<file path="src/rtl/fp_issue_ctrl_if.sv">
// Bundles the ID-stage FP instruction, the FPU in-flight status and the
// issue/interlock results exchanged between the decoder and fp_issue_ctrl.
interface fp_issue_ctrl_if #(
    parameter int CNT_W = 16
);
    logic             id_fp;
    logic [2:0]       id_fop;
    logic             id_fwr;
    logic [4:0]       id_fd;
    logic [4:0]       id_fs;
    logic [4:0]       id_ft;
    logic             id_use_fs;
    logic             id_use_ft;
    logic             no_cache_stall;
    logic [4:0]       e1n;
    logic [4:0]       e2n;
    logic [4:0]       e3n;
    logic [4:0]       wn;
    logic             e1w;
    logic             e2w;
    logic             e3w;
    logic             ww;
    logic [2:0]       fc;
    logic             wf;
    logic [4:0]       fd;
    logic [1:0]       fwda;
    logic [1:0]       fwdb;
    logic             stall_fp;
    logic             st_ds;
    logic             ein1;
    logic             ein2;
    logic [4:0]       div_cnt;
    logic [CNT_W-1:0] stall_cnt;

    modport master (
        output id_fp, id_fop, id_fwr, id_fd, id_fs, id_ft, id_use_fs, id_use_ft,
        output no_cache_stall, e1n, e2n, e3n, wn, e1w, e2w, e3w, ww,
        input  fc, wf, fd, fwda, fwdb, stall_fp, st_ds, ein1, ein2, div_cnt, stall_cnt
    );

    modport slave (
        input  id_fp, id_fop, id_fwr, id_fd, id_fs, id_ft, id_use_fs, id_use_ft,
        input  no_cache_stall, e1n, e2n, e3n, wn, e1w, e2w, e3w, ww,
        output fc, wf, fd, fwda, fwdb, stall_fp, st_ds, ein1, ein2, div_cnt, stall_cnt
    );
endinterface

</file>
<file path="src/rtl/fp_issue_ctrl.sv">
// ID-stage issue/interlock controller for the E1-E2-E3-W FPU: operand forwarding,
// RAW and divide-unit stalls, and the fdiv/fsqrt busy countdown.
module fp_issue_ctrl #(
    parameter logic [4:0] DIV_LAT  = 5'd14,
    parameter logic [4:0] SQRT_LAT = 5'd20,
    parameter int         CNT_W    = 16
) (
    input  logic          clk,
    input  logic          clrn,
    fp_issue_ctrl_if.slave bus
);
    typedef enum logic {
        IDLE = 1'b0,
        BUSY = 1'b1
    } state_e;

    state_e           state_q, state_d;
    logic [4:0]       div_cnt_q, div_cnt_d;
    logic [CNT_W-1:0] stall_cnt_q, stall_cnt_d;

    logic [2:0] fwd_a_s;
    logic [2:0] fwd_b_s;
    logic       st_ds_s;
    logic       stall_fp_s;

    // Returns {raw, sel[1:0]}; E1/E2 results are not yet available, so they interlock.
    function automatic logic [2:0] fwd_sel(
        input logic       use_src,
        input logic [4:0] src,
        input logic [4:0] n1, input logic w1,
        input logic [4:0] n2, input logic w2,
        input logic [4:0] n3, input logic w3,
        input logic [4:0] nw, input logic w4
    );
        logic [2:0] res;
        res = 3'b000;
        if (!use_src) begin
            res = 3'b000;
        end else if (w1 && (n1 == src)) begin
            res = 3'b100;
        end else if (w2 && (n2 == src)) begin
            res = 3'b100;
        end else if (w3 && (n3 == src)) begin
            res = 3'b001;
        end else if (w4 && (nw == src)) begin
            res = 3'b010;
        end else begin
            res = 3'b000;
        end
        return res;
    endfunction

    // Forwarding selects, stall and FPU issue signals.
    always_comb begin
        fwd_a_s    = fwd_sel(bus.id_use_fs & bus.id_fp, bus.id_fs,
                             bus.e1n, bus.e1w, bus.e2n, bus.e2w,
                             bus.e3n, bus.e3w, bus.wn, bus.ww);
        fwd_b_s    = fwd_sel(bus.id_use_ft & bus.id_fp, bus.id_ft,
                             bus.e1n, bus.e1w, bus.e2n, bus.e2w,
                             bus.e3n, bus.e3w, bus.wn, bus.ww);
        st_ds_s    = (state_q == BUSY);
        stall_fp_s = bus.id_fp & (fwd_a_s[2] | fwd_b_s[2] | st_ds_s |
                                  ((state_q != IDLE) & bus.id_fop[2]));
    end

    assign bus.fc        = bus.id_fop;
    assign bus.fd        = bus.id_fd;
    assign bus.wf        = bus.id_fp & bus.id_fwr & ~stall_fp_s;
    assign bus.fwda      = fwd_a_s[1:0];
    assign bus.fwdb      = fwd_b_s[1:0];
    assign bus.stall_fp  = stall_fp_s;
    assign bus.st_ds     = st_ds_s;
    assign bus.ein1      = bus.no_cache_stall;
    assign bus.ein2      = ~stall_fp_s;
    assign bus.div_cnt   = div_cnt_q;
    assign bus.stall_cnt = stall_cnt_q;

    // Divide-unit FSM and stall counter next state; a cache stall freezes the FSM only.
    always_comb begin
        state_d     = state_q;
        div_cnt_d   = div_cnt_q;
        stall_cnt_d = stall_cnt_q;
        if (bus.no_cache_stall) begin
            case (state_q)
                IDLE: begin
                    if (bus.id_fp && bus.id_fop[2] && !stall_fp_s) begin
                        state_d   = BUSY;
                        div_cnt_d = bus.id_fop[1] ? (SQRT_LAT - 5'd1) : (DIV_LAT - 5'd1);
                    end else begin
                        state_d   = IDLE;
                    end
                end
                BUSY: begin
                    if (div_cnt_q == 5'd1) begin
                        state_d   = IDLE;
                        div_cnt_d = 5'd0;
                    end else begin
                        div_cnt_d = div_cnt_q - 5'd1;
                    end
                end
                default: begin
                    state_d   = IDLE;
                    div_cnt_d = 5'd0;
                end
            endcase
        end else begin
            state_d   = state_q;
            div_cnt_d = div_cnt_q;
        end
        if (stall_fp_s && (stall_cnt_q != {CNT_W{1'b1}})) begin
            stall_cnt_d = stall_cnt_q + CNT_W'(1);
        end else begin
            stall_cnt_d = stall_cnt_q;
        end
    end

    // State registers with synchronous active-high reset.
    always_ff @(posedge clk) begin
        if (clrn) begin
            state_q     <= IDLE;
            div_cnt_q   <= 5'd0;
            stall_cnt_q <= {CNT_W{1'b0}};
        end else begin
            state_q     <= state_d;
            div_cnt_q   <= div_cnt_d;
            stall_cnt_q <= stall_cnt_d;
        end
    end
endmodule
</file>
<file path="src/flat_wrapper.sv">
// flat-port wrapper written by rule: the top's interface ports become plain ports
module fp_issue_ctrl_flat 
#(
    parameter logic [4:0] DIV_LAT  = 5'd14,
    parameter logic [4:0] SQRT_LAT = 5'd20,
    parameter int         CNT_W    = 16
)
  (clk, clrn, bus_id_fp, bus_id_fop, bus_id_fwr, bus_id_fd, bus_id_fs, bus_id_ft, bus_id_use_fs, bus_id_use_ft, bus_no_cache_stall, bus_e1n, bus_e2n, bus_e3n, bus_wn, bus_e1w, bus_e2w, bus_e3w, bus_ww, bus_fc, bus_wf, bus_fd, bus_fwda, bus_fwdb, bus_stall_fp, bus_st_ds, bus_ein1, bus_ein2, bus_div_cnt, bus_stall_cnt);
  fp_issue_ctrl_if #(.CNT_W(CNT_W)) bus_i ();
  input  logic clk;
  input  logic clrn;
  input wire logic [$bits(bus_i.id_fp)-1:0] bus_id_fp;
  input wire logic [$bits(bus_i.id_fop)-1:0] bus_id_fop;
  input wire logic [$bits(bus_i.id_fwr)-1:0] bus_id_fwr;
  input wire logic [$bits(bus_i.id_fd)-1:0] bus_id_fd;
  input wire logic [$bits(bus_i.id_fs)-1:0] bus_id_fs;
  input wire logic [$bits(bus_i.id_ft)-1:0] bus_id_ft;
  input wire logic [$bits(bus_i.id_use_fs)-1:0] bus_id_use_fs;
  input wire logic [$bits(bus_i.id_use_ft)-1:0] bus_id_use_ft;
  input wire logic [$bits(bus_i.no_cache_stall)-1:0] bus_no_cache_stall;
  input wire logic [$bits(bus_i.e1n)-1:0] bus_e1n;
  input wire logic [$bits(bus_i.e2n)-1:0] bus_e2n;
  input wire logic [$bits(bus_i.e3n)-1:0] bus_e3n;
  input wire logic [$bits(bus_i.wn)-1:0] bus_wn;
  input wire logic [$bits(bus_i.e1w)-1:0] bus_e1w;
  input wire logic [$bits(bus_i.e2w)-1:0] bus_e2w;
  input wire logic [$bits(bus_i.e3w)-1:0] bus_e3w;
  input wire logic [$bits(bus_i.ww)-1:0] bus_ww;
  output wire logic [$bits(bus_i.fc)-1:0] bus_fc;
  output wire logic [$bits(bus_i.wf)-1:0] bus_wf;
  output wire logic [$bits(bus_i.fd)-1:0] bus_fd;
  output wire logic [$bits(bus_i.fwda)-1:0] bus_fwda;
  output wire logic [$bits(bus_i.fwdb)-1:0] bus_fwdb;
  output wire logic [$bits(bus_i.stall_fp)-1:0] bus_stall_fp;
  output wire logic [$bits(bus_i.st_ds)-1:0] bus_st_ds;
  output wire logic [$bits(bus_i.ein1)-1:0] bus_ein1;
  output wire logic [$bits(bus_i.ein2)-1:0] bus_ein2;
  output wire logic [$bits(bus_i.div_cnt)-1:0] bus_div_cnt;
  output wire logic [$bits(bus_i.stall_cnt)-1:0] bus_stall_cnt;
  assign bus_i.id_fp = bus_id_fp;
  assign bus_i.id_fop = bus_id_fop;
  assign bus_i.id_fwr = bus_id_fwr;
  assign bus_i.id_fd = bus_id_fd;
  assign bus_i.id_fs = bus_id_fs;
  assign bus_i.id_ft = bus_id_ft;
  assign bus_i.id_use_fs = bus_id_use_fs;
  assign bus_i.id_use_ft = bus_id_use_ft;
  assign bus_i.no_cache_stall = bus_no_cache_stall;
  assign bus_i.e1n = bus_e1n;
  assign bus_i.e2n = bus_e2n;
  assign bus_i.e3n = bus_e3n;
  assign bus_i.wn = bus_wn;
  assign bus_i.e1w = bus_e1w;
  assign bus_i.e2w = bus_e2w;
  assign bus_i.e3w = bus_e3w;
  assign bus_i.ww = bus_ww;
  assign bus_fc = bus_i.fc;
  assign bus_wf = bus_i.wf;
  assign bus_fd = bus_i.fd;
  assign bus_fwda = bus_i.fwda;
  assign bus_fwdb = bus_i.fwdb;
  assign bus_stall_fp = bus_i.stall_fp;
  assign bus_st_ds = bus_i.st_ds;
  assign bus_ein1 = bus_i.ein1;
  assign bus_ein2 = bus_i.ein2;
  assign bus_div_cnt = bus_i.div_cnt;
  assign bus_stall_cnt = bus_i.stall_cnt;
  fp_issue_ctrl #(.DIV_LAT(DIV_LAT), .SQRT_LAT(SQRT_LAT), .CNT_W(CNT_W)) u_core (.clk(clk), .clrn(clrn), .bus(bus_i));
endmodule
</file>
<file path="config.mk">
export PLATFORM = sky130hd
export DESIGN_NAME = fp_issue_ctrl_flat
export DESIGN_NICKNAME = d
export VERILOG_FILES = /design/src/rtl/fp_issue_ctrl_if.sv /design/src/rtl/fp_issue_ctrl.sv /design/src/flat_wrapper.sv
export SDC_FILE = /design/constraint.sdc
export NUM_CORES = 1
export LEC_CHECK = 0
export CAP_MARGIN = 10
export CORE_MARGIN = 5
export CORE_UTILIZATION = 40
export CTS_BUF_LIST = sky130_fd_sc_hd__clkbuf_8
export CTS_CLUSTER_SIZE = 16
export DETAILED_ROUTE_END_ITERATION = 8
export PLACE_DENSITY = 0.78
export RECOVER_POWER = 25
export SYNTH_ARGS = -nofsm -noshare
export SYNTH_HDL_FRONTEND = slang
export SYNTH_SLANG_ARGS = --single-unit
export TNS_END_PERCENT = 50
</file>
<file path="constraint.sdc">
create_clock -name clk -period 2.7 [get_ports clk]
set_clock_uncertainty 0.1 [all_clocks]
set_input_delay 0.405 -clock clk [delete_from_list [all_inputs] [get_ports clk]]
set_output_delay 0.405 -clock clk [all_outputs]
set_load 0.02 [all_outputs]
</file>
### Yosys cells after proc, flatten, opt, wreduce, memory -nomap -nowiden

Index checks and enable logic that the tools add are counted.

| storage, ports and cells | value |
|---|---|
| register bits | 22 |
| latch bits | 0 |
| bits in writable memories | 0 |
| ROM bits | 0 |
| input bits | 49 |
| output and inout bits | 38 |
| logic and storage cells | 57 |
| memories | 0 |

| operators by class | value |
|---|---|
| $add $sub $neg | 2 |
| multipliers | 0 |
| divide/modulo/power cells | 0 |
| magnitude comparators | 0 |
| equal/unequal tests | 11 |
| shifts and indexed selects | 0 |
| multiplexer cells | 17 |
| bitwise logic cells | 11 |
| reductions and logical operators | 13 |

Operators with widths:

| operator | count |
|---|---|
| $eq 5x5->1 | 8 |
| $mux 3 | 8 |
| $add 16x1->16 const B | 1 |
| $ne 16x16->1 const B | 1 |
| $mux 5 | 3 |
| $logic_and 1x1->1 | 11 |
| $pmux 5 s2 | 1 |
| $and 1x1->1 | 6 |
| $eq 5x1->1 const B | 1 |
| $sub 5x1->5 const B | 1 |
| $mux 2 | 2 |
| $or 1x1->1 | 3 |
| $mux 1 | 2 |
| $ne 2x1->1 const B | 1 |
| $not 1->1 | 2 |
| $pmux 1 s2 | 1 |
| $reduce_and 2->1 | 1 |
| $logic_not 1->1 | 1 |

### Longest topological paths before layout

| logic depth | value |
|---|---|
| word-level depth | 15 |
| depth in mapped cells | 7 |
| depth with buffers taken out | 7 |

### Worst setup path before layout

OpenSTA, ideal clock, no wires.

| timing | value |
|---|---|
| kind | in2out |
| start | input port bus_e2n[3] |
| end | output port bus_stall_fp |
| arrival time | 1.874 ns |
| required time | 2.195 ns |
| path slack | 0.321 ns |
| stages on the path | 7 |
| buffers on the path | 1 |
| cell sequence | xor2_1 nor4_2 a32oi_1 o221a_2 clkbuf_1 nand2b_1 inv_2 |

| on the way | value |
|---|---|
| longest elaborated chain between the ends | 9 |
| elaborated cells between the ends (all ways) | 14 |
| classes of those cells | eq/ne (2); mux (6); bitwise (4); reduce/logical (2) |

RTL lines:

| what | RTL line | source |
|---|---|---|
| start, declared | flat_wrapper.sv:22 | `input wire logic [$bits(bus_i.e2n)-1:0] bus_e2n;` |
| $eq 5x5->1 | fp_issue_ctrl.sv:41 | `end else if (w2 && (n2 == src)) begin` |
| $logic_and 1x1->1 | fp_issue_ctrl.sv:41 |  |
| $mux 3 | fp_issue_ctrl.sv:41 |  |
| $mux 3 | fp_issue_ctrl.sv:39 | `end else if (w1 && (n1 == src)) begin` |
| $mux 3 | fp_issue_ctrl.sv:37 | `if (!use_src) begin` |
| $or 1x1->1 (*) (3 in series) | fp_issue_ctrl.sv:62 | `stall_fp_s = bus.id_fp & (fwd_a_s[2] \| fwd_b_s[2] \| st_ds_s \|` |
| $and 1x1->1 (*) | fp_issue_ctrl.sv:62 |  |
| end, declared | flat_wrapper.sv:34 | `output wire logic [$bits(bus_i.stall_fp)-1:0] bus_stall_fp;` |

Every way passes the cells marked *; elsewhere a longest branch is shown, timed or not.

### Worst setup path after layout

| timing | value |
|---|---|
| start | input port bus_id_fs[4] |
| end | output port bus_wf |

| on the way | value |
|---|---|
| longest elaborated chain between the ends | 11 |
| elaborated cells between the ends (all ways) | 13 |
| classes of those cells | eq/ne (2); mux (3); bitwise (6); reduce/logical (2) |

RTL lines:

| what | RTL line | source |
|---|---|---|
| start, declared | flat_wrapper.sv:16 | `input wire logic [$bits(bus_i.id_fs)-1:0] bus_id_fs;` |
| $eq 5x5->1 | fp_issue_ctrl.sv:41 |  |
| $logic_and 1x1->1 | fp_issue_ctrl.sv:41 |  |
| $mux 3 | fp_issue_ctrl.sv:41 |  |
| $mux 3 (*) | fp_issue_ctrl.sv:39 |  |
| $mux 3 (*) | fp_issue_ctrl.sv:37 |  |
| $or 1x1->1 (*) (3 in series) | fp_issue_ctrl.sv:62 |  |
| $and 1x1->1 (*) | fp_issue_ctrl.sv:62 |  |
| $not 1->1 (*) | fp_issue_ctrl.sv:68 | `assign bus.wf = bus.id_fp & bus.id_fwr & ~stall_fp_s;` |
| $and 1x1->1 (*) | fp_issue_ctrl.sv:68 |  |
| end, declared | flat_wrapper.sv:30 | `output wire logic [$bits(bus_i.wf)-1:0] bus_wf;` |

Marks and branches as above.

==> summary.txt <==
Power
  • Clock group share of total power: 0.327
  • Gate power share: 0.319
  • Final Total Pwr: 0.959 mW
  • Sequential power share: 0.354
  • Peak supply drop: 0.000186 V
  • Leak Pwr: between 1 and 1.5 nW
  • P_int: a little under 0.7 mW
  • PwrDens: roughly 330 nW/um2
  • Net Sw Frac: 0.278
  • NetSw: between 0.2 and 0.3 mW

Global route
  • Number of global-route vias before repair: between 2k and 2.5k
  • Initial antenna violation count: 0
  • Global route total overflow: 0
  • GRT Util Overall: 0.186
  • First-pass GRT wire length: about 9.4 mm
  • Largest net degree at the start of global routing: 29

Yosys
  • Ys Warns: 0
  • Synth Area in Compound Gates: 0.172
  • XOR/XNOR share of the synthesized area: 0.189
  • Synth Area in Adders: 0.0202
  • Syn avg cell area: roughly 8.0 um2
  • Flop and latch count out of synthesis: 22
  • Seq/Total Area, Yosys: 0.237
  • FFs w/ async S/R, synth: 0
  • Main combinational cell family by area after synthesis: simple AND/OR/NAND/NOR gates
  • Area share of and/or/nand/nor cells after synthesis: 0.270
  • Post-Syn Area: approximately 1900 um2
  • Mapped Nets: around 290
  • Cell variety after synth: 45
  • Post-synth EDFFs: 0
  • Post-synthesis mux area share: 0.0357
  • Ys flop type: dfxtp_1
  • Syn Inst Count: approximately 230

Setup path
  • CP max-delay cell: clkdlybuf4s50_1
  • Worst setup EP type: primary output
  • CP max stage delay: between 0.4 and 0.5 ns
  • Crit path max-delay family: buffers and inverters
  • Worst Path Required: 2.19 ns
  • CP Launch Type: primary input
  • Critical Path Stages: 8
  • Crit-path cells: clkdlybuf4s50_1 > buf_4 > xnor2_1 > nand4_1 > o31a_1 > o221a_4 > and3_1 > buf_2
  • WP data arrival: 2.15 ns
  • Reg2reg path depth: 7
  • Worst-path maximum fanout: 3
  • Kind of critical path: in2out
  • WP buf/inv: 3

Route
  • Wire per inst: between 10 and 15 um
  • Post-Route WL: about 5.7 mm
  • Vias: about 2.1k
  • Initial detailed-routing violation count: approximately 150
  • Detailed Routing Iterations Pass 1: 4
  • Post-route DRC: 0
  • Antenna viol nets, final: 0
  • DR vias/cell: between 5 and 6

Timing
  • Max-slew headroom: 0.501
  • Final Max Slew Viols: 0
  • Setup TNS: 0 ns
  • Fmax: around 380 MHz
  • Worst slew pin tran: approximately 0.75 ns
  • Worst Hold Slack: between 0.4 and 0.5 ns
  • Minimum clock period: 2.65 ns
  • Final hold vios: 0
  • Period utilization: 0.983
  • Final Setup Violations: 0

Placed design
  • Dpl cells: 376
  • Number of I/O port buffers: 74
  • Post-DP HPWL: approximately 4.7 mm
  • Final Wtd Congestion: 0.824

Worst hold path
  • Hold path depth: 2
  • Hold/Removal Path Class: reg2reg

Finish
  • Filler cells: between 300 and 400
  • Most frequent cells in the layout: clkdlybuf4s50_1 (50), buf_4 (39), xor2_1 (28)
  • Multi-input logic area: between 1000 and 1500 um2
  • Layout cells sized above 1: 0.169
  • Core Util, Final: 0.658
  • Commonest non-fill, non-tap cell in the layout: clkdlybuf4s50_1
  • Area growth from synthesis to layout: 57.4%
  • FF/Latch Area: approximately 440 um2
  • # diodes: 0
  • Final Non-Filler Cells: 384
  • Final net count: just under 400

Floorplan
  • Rows: 24
  • Die area: about 6100 um2
  • Die W: roughly 78 um
  • # IOs: 87
  • Core Area: between 4000 and 5000 um2
  • Die Y-Extent: 78.2 um
  • Initial core utilization: 0.418

Outcome
  • Status: completed

Clock tree
  • TritonCTS clock tree: built
  • Worst-path clk slew: around 0.09 ns
  • Longest Clk Path Bufs: 2
  • CTS Buf Count: 3
  • CTS root buf: clkbuf_8
  • H-tree levels: 1
  • Clk_lat worst skew: 0.27 ns
  • CTS sink count: 22

Flow run
  • Max-cap violations: 0
-- synthesized netlist by cell type, types with 3 or more instances --
cell type	count	area (um2)
xor2_1	28	245
dfxtp_1	22	440
nor2_1	15	56.3
a21oi_1	13	65.1
xnor2_1	12	105
nand4_1	11	68.8
buf_4	9	67.6
inv_1	9	33.8
nand2_1	9	33.8
nand3_1	8	40.0
nor4_1	8	50.1
clkbuf_1	7	26.3
o21ai_1	7	35.0
a31oi_1	5	31.3
and3_1	5	31.3
mux2_1	5	56.3
nand2b_1	5	31.3
or3_1	5	31.3
o31a_1	4	35.0
o31ai_1	4	30.0
or4_1	4	30.0
and2_1	3	18.8
ha_1	3	37.5
nor2b_1	3	18.8
nor3b_1	3	22.5
-- flip-flops by register name (all words and copies together), names as in the netlist --
register / cells
u_core.bus.div_cnt: 5
u_core.bus.st_ds: 1
u_core.bus.stall_cnt: 16
-- per-layer routing --
layer  routed length [um]  GRT usage  vias to the layer above
met4                  132     0.0699                        0
met1                 2240      0.196                      961
li1                     -          -                     1046
met5                    0          0                        -
met3                  503     0.0561                       13
met2                 2850      0.347                       83
-- stage by stage --
step,cell area (um2),setup slack [ns]
6_report,2920,0.0456
4_1_cts,2880,0.00610
3_3_place_gp,2810,-0.481
3_5_place_dp,2810,-0.536
5_1_grt,2920,-0.00262
2_1_floorplan,1860,0.321
-- power by group through the flow --
stage,registers [mW],clock network (mW),logic (mW)
after floorplan,0.354,0,0.142
after global placement,0.347,0,0.297
after detailed placement,0.347,0,0.302
after CTS,0.339,0.316,0.302
after global routing,0.341,0.332,0.332
final,0.339,0.313,0.306
-- worst paths after layout --
kind,to,from,slack (ns)
max reg2reg,u_core.bus.stall_cnt[5],u_core.bus.stall_cnt[0],0.51
max,bus_wf,bus_id_fs[4],0.05
min,u_core.bus.stall_cnt[14],u_core.bus.stall_cnt[14],0.40
min reg2reg,u_core.bus.stall_cnt[14],u_core.bus.stall_cnt[14],0.40
-- final cells by class --
type                    count  share of cell area
flip-flops and latches     22               0.151
well taps                  52              0.0223
multi-input cells         184               0.446
repair buffers            112               0.344
clock inverters             1              0.0103
inverters                  10              0.0128
clock buffers               3              0.0141
-- cells by family (layout without fill, tap and decap cells) --
kind of cell | after synthesis | count (layout)
fa+ha+maj | 3 | 3
flops | 22 | 22
xor+xnor | 40 | 40
mux | 6 | 6
simple gates | 87 | 87
compound gates | 48 | 48
buf+inv | 27 | 126
-- worst register-to-register path: stages, from the launching register on --
cell and delay, ns:
dfxtp_1 0.35, ha_1 0.21, and2_1 0.18, and3_1 0.19
nand2_1 0.24, nand2_1 0.20, or4_1 0.50, a21oi_1 0.15
-- what timing repair did --
action                                  4_1_cts  5_1_grt
endpoints found under the hold margin         0        0
gates cloned                                  0        0
setup buffers                                 2        2
pin swaps                                     4        6
hold buffers                                  0        0
gates resized for setup                      27       13
endpoints found under the setup margin        8       12
No activity file was read; power rests on OpenSTA's default activity.
